==> src/rtl/iobus_uart_tx_if.sv <==
// CPU IOBUS connection for the UART transmitter: the CPU (master) drives
// address, write data and write strobe; the responder (slave) returns read data.
interface iobus_uart_tx_if;
    // IOBUS_WR is a single-cycle write strobe qualified by IOBUS_ADDR and
    // IOBUS_OUT on the same posedge; the responder is always ready, so writes
    // never stall and IOBUS_IN is valid combinationally in the same cycle.
    logic [31:0] IOBUS_ADDR;
    logic [31:0] IOBUS_OUT;
    logic        IOBUS_WR;
    logic [31:0] IOBUS_IN;

    modport master (output IOBUS_ADDR, output IOBUS_OUT, output IOBUS_WR, input IOBUS_IN);
    modport slave  (input IOBUS_ADDR, input IOBUS_OUT, input IOBUS_WR, output IOBUS_IN);
endinterface

==> src/rtl/iobus_uart_tx.sv <==
// Memory-mapped 8N1 UART transmitter on the CPU IOBUS with a TX FIFO.
// Optional even parity bit when IOBUS_UART_PARITY_EN is defined.
module iobus_uart_tx #(
    parameter logic [31:0] BASE_ADDR   = 32'h1100_0100,
    parameter int          FIFO_DEPTH  = 8,
    parameter logic [15:0] DEFAULT_DIV = 16'd867
) (
    input  logic                 CLK,
    input  logic                 RST_N,
    iobus_uart_tx_if.slave       bus,
    output logic                 TX,
    output logic                 TX_IDLE,
    output logic [2:0]           state_dbg
);
    localparam int PW = $clog2(FIFO_DEPTH);
    localparam int CW = PW + 1;

`ifdef IOBUS_UART_PARITY_EN
    localparam logic PARITY_CAP = 1'b1;
`else
    localparam logic PARITY_CAP = 1'b0;
`endif

    typedef enum logic [2:0] {S_IDLE, S_START, S_DATA, S_PARITY, S_STOP} state_t;

    state_t          state;
    logic [7:0]      mem [FIFO_DEPTH];
    logic [PW-1:0]   wr_ptr, rd_ptr;
    logic [CW-1:0]   count;
    logic            ovf;
    logic [15:0]     div, reload, timer;
    logic [7:0]      shreg;
    logic [2:0]      bit_idx;
    logic            tx_q;

    logic            hit, wr_hit, push_req, push_ok, pop, empty, full, busy;
    logic [1:0]      sel;
    logic [3:0]      count4;
    logic            unused_bits;

    assign hit      = (bus.IOBUS_ADDR[31:4] == BASE_ADDR[31:4]);
    assign sel      = bus.IOBUS_ADDR[3:2];
    assign wr_hit   = hit && bus.IOBUS_WR;
    assign push_req = wr_hit && (sel == 2'd0);
    assign empty    = (count == '0);
    assign full     = (count == CW'(FIFO_DEPTH));
    assign busy     = (state != S_IDLE);
    // The serializer takes a byte when idle, or at the last stop-bit cycle for back-to-back frames.
    assign pop      = !empty && ((state == S_IDLE) || ((state == S_STOP) && (timer == 16'd0)));
    assign push_ok  = push_req && (!full || pop);

    assign unused_bits = &{1'b0, bus.IOBUS_ADDR[1:0], bus.IOBUS_OUT[31:16]};

    always_ff @(posedge CLK) begin
        if (push_ok) mem[wr_ptr] <= bus.IOBUS_OUT[7:0];
    end

    always_ff @(posedge CLK or negedge RST_N) begin
        if (!RST_N) begin
            wr_ptr <= '0;
            rd_ptr <= '0;
            count  <= '0;
            ovf    <= 1'b0;
            div    <= DEFAULT_DIV;
        end else begin
            if (push_ok) wr_ptr <= wr_ptr + PW'(1);
            if (pop)     rd_ptr <= rd_ptr + PW'(1);
            case ({push_ok, pop})
                2'b10:   count <= count + CW'(1);
                2'b01:   count <= count - CW'(1);
                default: count <= count;
            endcase
            if (push_req && !push_ok)
                ovf <= 1'b1;
            else if (wr_hit && (sel == 2'd1) && bus.IOBUS_OUT[7])
                ovf <= 1'b0;
            if (wr_hit && (sel == 2'd2))
                div <= bus.IOBUS_OUT[15:0];
        end
    end

    // TX is registered from the current state, so the line lags the state by one cycle.
    always_ff @(posedge CLK or negedge RST_N) begin
        if (!RST_N) begin
            state   <= S_IDLE;
            tx_q    <= 1'b1;
            timer   <= '0;
            reload  <= '0;
            shreg   <= '0;
            bit_idx <= '0;
        end else begin
            case (state)
                S_IDLE: begin
                    tx_q <= 1'b1;
                    if (!empty) begin
                        shreg  <= mem[rd_ptr];
                        reload <= div;
                        timer  <= div;
                        state  <= S_START;
                    end
                end
                S_START: begin
                    tx_q <= 1'b0;
                    if (timer == 16'd0) begin
                        timer   <= reload;
                        bit_idx <= '0;
                        state   <= S_DATA;
                    end else begin
                        timer <= timer - 16'd1;
                    end
                end
                S_DATA: begin
                    tx_q <= shreg[bit_idx];
                    if (timer == 16'd0) begin
                        timer   <= reload;
                        bit_idx <= bit_idx + 3'd1;
                        if (bit_idx == 3'd7) begin
`ifdef IOBUS_UART_PARITY_EN
                            state <= S_PARITY;
`else
                            state <= S_STOP;
`endif
                        end
                    end else begin
                        timer <= timer - 16'd1;
                    end
                end
                S_PARITY: begin
                    tx_q <= ^shreg;
                    if (timer == 16'd0) begin
                        timer <= reload;
                        state <= S_STOP;
                    end else begin
                        timer <= timer - 16'd1;
                    end
                end
                S_STOP: begin
                    tx_q <= 1'b1;
                    if (timer == 16'd0) begin
                        if (!empty) begin
                            shreg  <= mem[rd_ptr];
                            reload <= div;
                            timer  <= div;
                            state  <= S_START;
                        end else begin
                            state <= S_IDLE;
                        end
                    end else begin
                        timer <= timer - 16'd1;
                    end
                end
                default: begin
                    tx_q  <= 1'b1;
                    state <= S_IDLE;
                end
            endcase
        end
    end

    always_comb begin
        count4 = (32'(count) > 32'd15) ? 4'hF : 4'(count);
    end

    always_comb begin
        bus.IOBUS_IN = '0;
        if (hit) begin
            case (sel)
                2'd1:    bus.IOBUS_IN = {23'b0, PARITY_CAP, ovf, busy, full, empty, count4};
                2'd2:    bus.IOBUS_IN = {16'b0, div};
                default: bus.IOBUS_IN = '0;
            endcase
        end
    end

    assign TX        = tx_q;
    assign TX_IDLE   = empty && (state == S_IDLE);
    assign state_dbg = state;
endmodule

==> src/flat_wrapper.sv <==
// flat-port wrapper written by rule: the top's interface ports become plain ports
module iobus_uart_tx_flat 
#(
    parameter logic [31:0] BASE_ADDR   = 32'h1100_0100,
    parameter int          FIFO_DEPTH  = 8,
    parameter logic [15:0] DEFAULT_DIV = 16'd867
)
  (CLK, RST_N, TX, TX_IDLE, state_dbg, bus_IOBUS_ADDR, bus_IOBUS_OUT, bus_IOBUS_WR, bus_IOBUS_IN);
  iobus_uart_tx_if bus_i ();
  input  logic CLK;
  input  logic RST_N;
  output logic TX;
  output logic TX_IDLE;
  output logic [2:0] state_dbg;
  input wire logic [$bits(bus_i.IOBUS_ADDR)-1:0] bus_IOBUS_ADDR;
  input wire logic [$bits(bus_i.IOBUS_OUT)-1:0] bus_IOBUS_OUT;
  input wire logic [$bits(bus_i.IOBUS_WR)-1:0] bus_IOBUS_WR;
  output wire logic [$bits(bus_i.IOBUS_IN)-1:0] bus_IOBUS_IN;
  assign bus_i.IOBUS_ADDR = bus_IOBUS_ADDR;
  assign bus_i.IOBUS_OUT = bus_IOBUS_OUT;
  assign bus_i.IOBUS_WR = bus_IOBUS_WR;
  assign bus_IOBUS_IN = bus_i.IOBUS_IN;
  iobus_uart_tx #(.BASE_ADDR(BASE_ADDR), .FIFO_DEPTH(FIFO_DEPTH), .DEFAULT_DIV(DEFAULT_DIV)) u_core (.CLK(CLK), .RST_N(RST_N), .bus(bus_i), .TX(TX), .TX_IDLE(TX_IDLE), .state_dbg(state_dbg));
endmodule
==> config.mk <==
export PLATFORM = sky130hd
export DESIGN_NAME = iobus_uart_tx_flat
export DESIGN_NICKNAME = d
export VERILOG_FILES = /design/src/rtl/iobus_uart_tx_if.sv /design/src/rtl/iobus_uart_tx.sv /design/src/flat_wrapper.sv
export SDC_FILE = /design/constraint.sdc
export NUM_CORES = 1
export LEC_CHECK = 0
export ABC_AREA = 1
export BUFFER_PORTS_ARGS = -buffer_cell sky130_fd_sc_hd__buf_2
export CORE_MARGIN = 2
export CORE_UTILIZATION = 52
export CTS_CLUSTER_DIAMETER = 60
export DETAILED_ROUTE_END_ITERATION = 10
export PLACE_DENSITY = 0.76
export SKIP_CTS_REPAIR_TIMING = 1
export SYNTH_ARGS = -nofsm -noshare
export SYNTH_HDL_FRONTEND = slang
export SYNTH_SLANG_ARGS = --single-unit
==> constraint.sdc <==
create_clock -name CLK -period 2.9 [get_ports CLK]
set_clock_uncertainty 0.15 [all_clocks]
set_input_delay 0.58 -clock CLK [delete_from_list [all_inputs] [get_ports CLK]]
set_output_delay 0.58 -clock CLK [all_outputs]
set_load 0.005 [all_outputs]
==> results of run 1 <==
## critical path, cell delays in order (launching register included)
cell and delay (ns):
dfrtp_1 0.39, inv_1 0.13, ha_1 0.24, nand3_2 0.15, nor2_4 0.16, nand2_4 0.11
a21oi_4 0.18, nand2_1 0.10, inv_1 0.08, ha_1 0.27, a21oi_1 0.14, nand2_1 0.08
nand3_1 0.08, nand2_1 0.07, nand2_1 0.06, nand2_1 0.05, nand2_1 0.05, inv_1 0.03
## worst paths after layout
path / endpoint / slack, ns
max: u_core.count[3] / 0.27
min: u_core.count[0] / 0.0005
max reg2reg: u_core.count[3] / 0.27
min reg2reg: u_core.reload[1] / 0.34
max in group asynchronous: u_core.TX / 1.88
min in group CLK: u_core.div[10] / 0.24
## final cells by class
cell class                 instances  area (um^2)
inverter                         105          394
multi-input combinational        529         2860
fill                            1174         5420
timing repair buffer              86          475
clock buffer                      18          429
clock inverter                    14          134
tap                              180          225
sequential                       138         3780
## cells by family (layout without fill, tap and decap cells)
kind of cell               count (synthesis)  in the layout  synth area share (%)
and+or+nand+nor                          306            306                  18.9
AOI/OAI and AO/OA                        146            146                  10.9
other                                      1             16                0.0521
buffers and inverters                    145            223                  8.65
xor gates and xnor gates                  18             18                  2.19
muxes                                     32             32                  4.72
DFF                                      138            138                  52.5
adders and majority gates                 11             11                  2.01
## power by group through the flow
stage / Sequential, mW / Combinational, mW / Clock, mW
floorplan: 2.21 / 0.409 / 0
global placement: 2.27 / 0.513 / 0
detailed placement: 2.27 / 0.523 / 0
CTS: 2.23 / 0.529 / 2.09
global route: 2.24 / 0.599 / 2.18
finish: 2.24 / 0.518 / 2.06
## metal layers
metal / vias up / part of all wire (%)
li1: 2777 / -
met1: 2640 / 46
met2: 184 / 47
met3: 24 / 4.8
met4: 0 / 1.7
met5: - / 0
## cells in the mapped netlist (2+ instances only)
cell type	number	area share, %
nand3b_1	3	0.31
edfxtp_1	64	27
buf_4	16	1.7
nand3_1	38	2.6
inv_1	96	5.0
nand2_2	6	0.52
xnor2_1	8	0.97
nor2_1	61	3.2
o221ai_1	4	0.49
nor2_4	4	0.63
inv_2	8	0.42
buf_2	3	0.21
xor2_1	10	1.2
dfstp_2	7	2.6
o21ai_0	85	5.9
nand2_4	6	0.94
mux2i_1	16	2.2
nor3_1	19	1.3
a22oi_1	2	0.21
buf_1	5	0.26
ha_1	10	1.7
a21oi_1	35	2.4
mux2_2	16	2.5
nor2_2	5	0.43
buf_6	2	0.31
a31oi_1	10	0.87
o211ai_1	5	0.52
dfrtp_1	67	23
clkbuf_1	14	0.73
nand2_1	158	8.2
## sequential cells by signal (all words and copies together), names as in the netlist
register,count
u_core.rd_ptr,3
u_core.reload,16
u_core.count,4
u_core.state_dbg,3
u_core.div,16
u_core.wr_ptr,3
u_core.timer,16
u_core.bit_idx,3
u_core.ovf,1
u_core.TX,1
u_core.mem,64
u_core.shreg,8
## metrics by stage
stage,instances,power [mW],utilization [%],hold WS [ns]
after CTS,1070,4.85,60.5,0.0119
final,1070,4.82,60.5,0.000520
after global routing,1070,5.02,60.5,0.0398
after detailed placement,1038,2.79,56.4,0.320
after global placement,1038,2.78,56.4,0.313
after floorplan,812,2.62,-,0.134
==> results by group, run 1 <==
Timing
  – Max-slew violation count: 0
  – Setup TNS: 0 ns
  – RSZ-0062 raised after global routing: false
  – Final setup fails: 0
  – Period Utilization, post-route: 90.6%
  – Worst Max-Slew Pin Slew: 0.709 ns
  – Final WS setup: 0.273 ns
  – Min Tclk post-route: 2.63 ns
  – Fin. Hold Viols: 0
  – Maximum clock rate: 381 MHz
  – Slew headroom: 52.7%

Clocking
  – CTS Buffer Depth: 2
  – Clock tree root buffer cell: clkbuf_16
  – Worst-path clk slew: 0.06 ns
  – CTS Buf Count: 17
  – H-tree levels: 4
  – TritonCTS clock tree: built
  – Skew-Pair Late Insertion Delay: 0.42 ns
  – Clock Sinks: 138

Floorplanning
  – DIE AREA: 0.0148 mm^2
  – Die Ht: 122 um
  – Placeable Area: 0.0137 mm^2
  – Starting Density: 52.5%
  – Die X: 122 um
  – Io pins: 104
  – FP Rows: 43

Power and ir drop
  – Static leakage: 4.05 nW
  – Clock Power Share: 42.8%
  – Sw Ratio: 26.1%
  – Power density over cell area: 580 mW/mm^2
  – Logic gate share of total power: 10.8%
  – VDD IR max: 0.473 mV
  – Seq pwr share: 46.4%
  – P_int: 3.56 mW
  – Total net switching power: 1.26 mW

Status
  – Status: finished clean

Setup path
  – Max Fanout on Critical Path: 7
  – Critical path type: flop to flop
  – Setup crit start kind: flop
  – CP Launch Point: u_core.timer[0]
  – Reg2reg start: u_core.timer[0]
  – R2r worst-path depth: 17
  – Critical path data required time: 3.07 ns
  – Critical Path AT: 2.79 ns
  – Endpoint class of the critical path: flop

Drt
  – DR pass1 iterations: 5
  – Initial DRC count: 465
  – # DRC: 0
  – Detailed Route WL: 15.6 mm
  – Routed via count: 5,625
  – DR vias/cell: 5.26
  – Final ANT Viol Nets: 0
  – Mean routed wirelength per cell: 14.6 um

Run
  – Max Cap Viol: 0

Final layout
  – Nets: 955
  – Commonest cells after routing, fill and taps aside: nand2_1 (158), inv_1 (96), o21ai_0 (85), buf_2 (68), dfrtp_1 (67)
  – ANT cells: 0
  – Layout cells sized above 1: 19.6%
  – Layout Area Growth over Synthesis: 15.2%
  – Fin area: 0.00830 mm^2
  – Leading cell type in the layout, fill and taps excluded: nand2_1

Global routing
  – GR Layer Usage met3: 3.93%
  – Tot GR Track Use: 22.8%
  – GRT overflow: 0
  – Vias in the first global route: 5,391
  – GRT busiest layer: met2
  – GR Util met2: 36.4%
  – Met1 GRT Util: 31.7%
  – Initial antenna violation count: 0
  – Largest net degree at the start of global routing: 51
  – First-pass GRT wire length: 26.2 mm

Placed design
  – PortBufs: 69
  – Gpl congestion: 0.860
  – Dpl cell area: 0.00773 mm^2
  – HPWL after DPL: 10.8 mm
  – Place WS: 0.184 ns

Yosys
  – Post-synth ARST share: 53.6%
  – EDFF count, synth: 64
  – Syn avg cell area: 9.04 um^2
  – Yosys reg bits: 138
  – Post-Syn Area: 0.00720 mm^2
  – Synth warn: 0
  – Cell variety after synth: 44
  – Syn Inst Count: 797
  – Post-synthesis sequential area ratio: 52.5%
  – Top FF cell, synth: dfrtp_1

Worst hold path
  – Worst hold path class: input port to asynchronous set/reset pin
Power figures use the tool's default switching activity.
==> inputs of run 2 (changes only) <==
--- a/config.mk
+++ b/config.mk
@@ -11,7 +11,9 @@
 export CORE_UTILIZATION = 52
 export CTS_CLUSTER_DIAMETER = 60
 export DETAILED_ROUTE_END_ITERATION = 10
+export MAX_ROUTING_LAYER = met4
 export PLACE_DENSITY = 0.76
+export RECOVER_POWER = 50
 export SKIP_CTS_REPAIR_TIMING = 1
 export SYNTH_ARGS = -nofsm -noshare
 export SYNTH_HDL_FRONTEND = slang
==> run 2 against run 1 <==
Compared with the run above: the run now ends with capacitance limit, slew limit left; global-route usage grew 0.76 points; clock power is essentially flat; critical path depth is the same; sequential cell count is the same; utilization shrank 0.14 points; hold slack gained 0.24 ns; non-clock buffer count is the same; sequential share of layout area grew 0.10 points; sequential power is essentially flat; total power is essentially flat; largest cell class unchanged; setup slack lost 0.0097 ns; design area shrank 0.23%.
==> results by group, run 2 (synthesis gave the netlist of run 1 again) <==
Status
  – Status: complete, but fails checks
  – Failing checks: capacitance limit, slew limit

Final layout
  – Most flops, register: u_core.mem
  – Nets: 955
  – Area of the multi-input gates: 0.00286 mm^2
  – Util after Layout: 60.4%
  – ANT cells: 0
  – Layout cells sized above 1: 18.2%
  – Non-Filler Instances: 1,070
  – Layout fillers: 1,175
  – Sequential cell area: 0.00378 mm^2
  – Fin area: 0.00828 mm^2
  – Layout Area Growth over Synthesis: 15.0%
  – Leading cell type in the layout, fill and taps excluded: nand2_1
  – Commonest cells after routing, fill and taps aside: nand2_1 (159), inv_1 (96), o21ai_0 (85), dfrtp_1 (67), edfxtp_1 (64)
  – Largest register FFs: 64

Clocking
  – Worst-path clk slew: 0.06 ns
  – Clock tree root buffer cell: clkbuf_16
  – Clock Sinks: 138
  – Skew-Pair Late Insertion Delay: 0.43 ns
  – CTS Buffer Depth: 2
  – TritonCTS clock tree: built
  – H-tree levels: 4
  – CTS Buf Count: 17

Drt
  – Routed via count: 5,623
  – DR vias/cell: 5.26
  – Initial DRC count: 491
  – Final ANT Viol Nets: 0
  – Mean routed wirelength per cell: 14.6 um
  – DR pass1 iterations: 5
  – # DRC: 0
  – Detailed Route WL: 15.6 mm

Placed design
  – HPWL after DPL: 10.8 mm
  – Dpl cell area: 0.00773 mm^2
  – Gpl congestion: 0.874
  – PortBufs: 69
  – DP Cell Count: 1,038
  – Place WS: 0.184 ns

Global routing
  – Vias in the first global route: 5,371
  – Tot GR Track Use: 23.6%
  – GRT overflow: 0
  – First-pass GRT wire length: 26.2 mm
  – Largest net degree at the start of global routing: 51
  – Initial antenna violation count: 0

Timing
  – Worst Max-Slew Pin Slew: 2.35 ns
  – Min Tclk post-route: 2.64 ns
  – Period Utilization, post-route: 90.9%
  – RSZ-0062 raised after global routing: false
  – Final WS setup: 0.263 ns
  – Fin. Hold Viols: 0
  – Maximum clock rate: 379 MHz
  – Max-slew violation count: 43
  – Worst hold margin: 0.242 ns
  – Final setup fails: 0
  – Slew headroom: -56.3%
  – Setup TNS: 0 ns

Floorplanning
  – DIE AREA: 0.0148 mm^2
  – Starting Density: 52.5%
  – Io pins: 104
  – Placeable Area: 0.0137 mm^2
  – FP Rows: 43
  – Die X: 122 um
  – Die Ht: 122 um

Power and ir drop
  – Static leakage: 4.02 nW
  – Power density over cell area: 582 mW/mm^2
  – Total power: 4.82 mW
  – VDD IR max: 0.475 mV

Setup path
  – Reg2reg start: u_core.timer[0]
  – Critical path data required time: 3.07 ns
  – Setup crit start kind: flop
  – Max Fanout on Critical Path: 7
  – Worst r2r dst: u_core.count[3]
  – Endpoint class of the critical path: flop
  – Critical path type: flop to flop
  – Critical Path AT: 2.80 ns
  – R2r setup slk: 0.26 ns
  – CP Launch Point: u_core.timer[0]
  – R2r worst-path depth: 17

Worst hold path
  – Worst hold path class: input port to flop
  – Hold Crit Depth: 2
  – Hold_sp: bus_IOBUS_OUT[10]
  – Hold path endpoint: u_core.div[10]

Run
  – Max Cap Viol: 1
## run 2: final cells by class
cell class	instances	share of cell area, %
clock buffers	18	5.18
repair buffers	86	5.54
clock inverters	14	1.62
multi-input cells	529	34.5
well taps	180	2.72
flip-flops and latches	138	45.7
inverters	105	4.76
## run 2: power by group
part,switching (mW),internal [mW]
logic,0.279,0.235
clock network,0.876,1.19
registers,0.109,2.13
total,1.26,3.56
## run 2: worst max path at each step
stage                        to  slack [ns]  cells past startpoint
2_1_floorplan  u_core.mem[0][0]        0.21                     11
3_3_place_gp    u_core.count[3]        0.24                     20
3_5_place_dp    u_core.count[3]        0.18                     19
4_1_cts         u_core.count[3]        0.22                     17
5_1_grt         u_core.shreg[7]        0.03                      1
6_report        u_core.count[3]        0.26                     17
## run 2: metal layers
layer | share of wire [%] | global-route usage [%] | vias to the layer above | routed length, um
li1 | - | - | 2776 | -
met1 | 46 | 31.9 | 2633 | 7120
met2 | 47 | 36.4 | 195 | 7410
met3 | 5.5 | 4.68 | 19 | 853
met4 | 1.5 | 6.90 | 0 | 231
met5 | 0 | - | - | 0
## run 2: critical path: stages (launching register included)
cell and delay, ns:
dfrtp_1 0.39, inv_1 0.13, ha_1 0.25, nand3_2 0.15, nor2_4 0.16, nand2_4 0.11, a21oi_4 0.18, nand2_1 0.10
inv_1 0.08, ha_1 0.27, a21oi_1 0.14, nand2_1 0.08, nand3_1 0.08, nand2_1 0.07, nand2_1 0.06, nand2_1 0.05
nand2_1 0.05, inv_1 0.03
==> inputs of run 3 (changes only) <==
--- a/config.mk
+++ b/config.mk
@@ -5,10 +5,10 @@
 export SDC_FILE = /design/constraint.sdc
 export NUM_CORES = 1
 export LEC_CHECK = 0
-export ABC_AREA = 1
 export BUFFER_PORTS_ARGS = -buffer_cell sky130_fd_sc_hd__buf_2
+export CORE_ASPECT_RATIO = 0.8
 export CORE_MARGIN = 2
-export CORE_UTILIZATION = 52
+export CORE_UTILIZATION = 51
 export CTS_CLUSTER_DIAMETER = 60
 export DETAILED_ROUTE_END_ITERATION = 10
 export MAX_ROUTING_LAYER = met4
==> run 3 against run 2 <==
Compared with the run above: the flow still finishes with violations (capacitance limit, slew limit); non-clock buffer count rose by 20; critical path depth fell by 4; sequential cell count did not move; cell count fell by 23%; area after synthesis fell by 7.3%; setup slack got worse by 0.14 ns; die area fell by 5.2%; design area fell by 4.9%; clock-buffer cell count fell by 1; total power rose by 21%; largest cell class unchanged; largest power group unchanged.
==> results by group, run 3 <==
Timing
  – Final WS setup: 0.121 ns
  – Setup TNS: 0 ns
  – Slew headroom: -20.5%
  – Worst hold margin: 0.234 ns
  – Fin. Hold Viols: 0
  – Final setup fails: 0
  – Maximum clock rate: 360 MHz
  – Min Tclk post-route: 2.78 ns
  – Max-slew violation count: 75
  – Period Utilization, post-route: 95.8%
  – Worst Max-Slew Pin Slew: 1.81 ns

Status
  – Status: complete, but fails checks
  – Failing checks: capacitance limit, slew limit

Placed design
  – Place WS: -0.0236 ns
  – Gpl congestion: 0.886
  – Dpl cell area: 0.00731 mm^2
  – PortBufs: 69
  – HPWL after DPL: 10.3 mm

Floorplanning
  – Starting Density: 52.1%
  – Die X: 132 um
  – DIE AREA: 0.0140 mm^2
  – Die Ht: 106 um
  – Placeable Area: 0.0128 mm^2
  – Io pins: 104
  – FP Rows: 37

Power and ir drop
  – P_int: 4.00 mW
  – Power density over cell area: 742 mW/mm^2
  – Sw Ratio: 31.6%
  – Seq pwr share: 39.5%
  – VDD IR max: 0.702 mV
  – Clock Power Share: 34.5%
  – Logic gate share of total power: 25.9%
  – Total net switching power: 1.85 mW
  – Static leakage: 3.54 nW

Global routing
  – Initial antenna violation count: 0
  – Largest net degree at the start of global routing: 75
  – GRT overflow: 0
  – First-pass GRT wire length: 24.1 mm
  – Vias in the first global route: 4,654
  – Tot GR Track Use: 23.2%

Yosys
  – Count leader, synth: nand2_1
  – Top FF cell, synth: dfrtp_1
  – Most frequent cells after synthesis: nand2_1 (87), dfrtp_1 (67), edfxtp_1 (64)
  – Post-synth top area share: 28.8%
  – Post-Syn Area: 0.00668 mm^2
  – EDFF count, synth: 64
  – Post-synth ARST share: 53.6%
  – Biggest area consumer among synthesized cells: edfxtp_1
  – Cell variety after synth: 65
  – Syn Inst Count: 543
  – Post-synthesis sequential area ratio: 56.6%
  – Yosys reg bits: 138
  – Syn avg cell area: 12.3 um^2
  – Synth warn: 0
  – Synth top area cells: edfxtp_1 (29%), dfrtp_1 (25%), mux4_2 (6.1%)

Setup path
  – Critical path type: flop to flop
  – Critical Path AT: 2.93 ns
  – Setup crit start kind: flop
  – Max Fanout on Critical Path: 5
  – Endpoint class of the critical path: flop
  – Critical path data required time: 3.05 ns

Drt
  – Mean routed wirelength per cell: 17.9 um
  – DR pass1 iterations: 7
  – # DRC: 0
  – Final ANT Viol Nets: 0
  – Routed via count: 4,687
  – Detailed Route WL: 14.8 mm
  – Initial DRC count: 344
  – DR vias/cell: 5.66

Final layout
  – Area of the multi-input gates: 0.00268 mm^2
  – Most flops, register: u_core.mem
  – Nets: 718
  – Leading cell type in the layout, fill and taps excluded: nand2_1
  – Commonest cells after routing, fill and taps aside: nand2_1 (87), dfrtp_1 (67), edfxtp_1 (64), buf_2 (60), buf_4 (33)
  – ANT cells: 0
  – Layout Area Growth over Synthesis: 18.0%
  – Sequential cell area: 0.00378 mm^2
  – Fin area: 0.00788 mm^2
  – Layout fillers: 998
  – Largest register FFs: 64
  – Layout cells sized above 1: 30.0%

Clocking
  – Clock tree root buffer cell: clkbuf_16
  – Worst-path clk slew: 0.06 ns
  – CTS Buf Count: 17
  – H-tree levels: 4
  – TritonCTS clock tree: built
  – Clock Sinks: 138
  – Skew-Pair Late Insertion Delay: 0.43 ns
  – CTS Buffer Depth: 2

Run
  – Max Cap Viol: 1

Worst hold path
  – Worst hold path class: input port to flop
[run 3: cell count changes after synthesis, moves of 18 or more]
cell | previous run | this run
nand3_1 | 38 | 12
a21oi_1 | 35 | 16
nor2_1 | 61 | 29
nand2_1 | 158 | 87
o21ai_0 | 85 | 16
inv_1 | 96 | 12
mux4_2 | 0 | 18
[run 3: cell type report]
cell class                      instances  area share [%]
Sequential cell                       138            48.0
Multi-Input combinational cell        365            34.0
Timing Repair Buffer                  106            7.61
Clock buffer                           17            5.40
Tap cell                              175            2.78
Clock inverter                         15            1.64
Inverter                               12           0.572
[run 3: routing by layer]
layer / global-route usage, % / share of wire, % / vias up
met3: 6.72 / 7.3 / 30
met1: 29.9 / 43 / 2314
met5: - / 0 / -
li1: - / - / 2161
met2: 35.4 / 48 / 182
met4: 8.31 / 1.9 / 0
[run 3: power groups by stage]
stage	sequential [mW]	combinational, mW	clock [mW]
3_3_place_gp	2.33	1.44	0
2_1_floorplan	2.29	1.14	0
4_1_cts	2.31	1.51	2.05
3_5_place_dp	2.35	1.49	0
6_report	2.31	1.52	2.02
5_1_grt	2.33	1.68	2.14
[run 3: worst paths after layout]
kind                                   from               end  slack (ns)  depth (start not counted)
setup reg to reg            u_core.timer[1]   u_core.count[3]        0.12                         13
hold / removal             bus_IOBUS_OUT[9]     u_core.div[9]        0.23                          2
hold reg to reg            u_core.reload[5]  u_core.reload[5]        0.33                          2
max in group asynchronous             RST_N   u_core.shreg[0]        1.04                          1
min in group asynchronous             RST_N   u_core.timer[4]        0.50                          1
setup / recovery            u_core.timer[1]   u_core.count[3]        0.12                         13
[run 3: per-stage QoR]
step           cells  power (mW)  util (%)
3_3_place_gp     791        3.77      57.0
5_1_grt          828        6.14      61.4
6_report         828        5.85      61.4
2_1_floorplan    558        3.43         -
4_1_cts          823        5.87      61.3
3_5_place_dp     791        3.83      57.0
[run 3: worst max-delay path, stage by stage (launching register included)]
cell and delay [ns]:
dfrtp_1 0.39, inv_2 0.06, ha_2 0.18, nor4b_4 0.27, nand4_2 0.14, a21o_1 0.24
a31o_4 0.25, inv_2 0.07, ha_1 0.23, a21o_1 0.19, a21o_1 0.17, nand2_1 0.08
o22ai_2 0.08, xor2_1 0.14
[run 3: cell families after synthesis]
family                     Yosys count  share of synthesized area [%]
AOI/OAI and AO/OA                   83                           8.84
DFF                                138                           56.6
adders and majority gates           11                           2.17
xor gates and xnor gates            22                           2.88
buffers and inverters               55                           4.33
muxes                               45                           10.5
and+or+nand+nor                    188                           14.6
other                                1                         0.0561
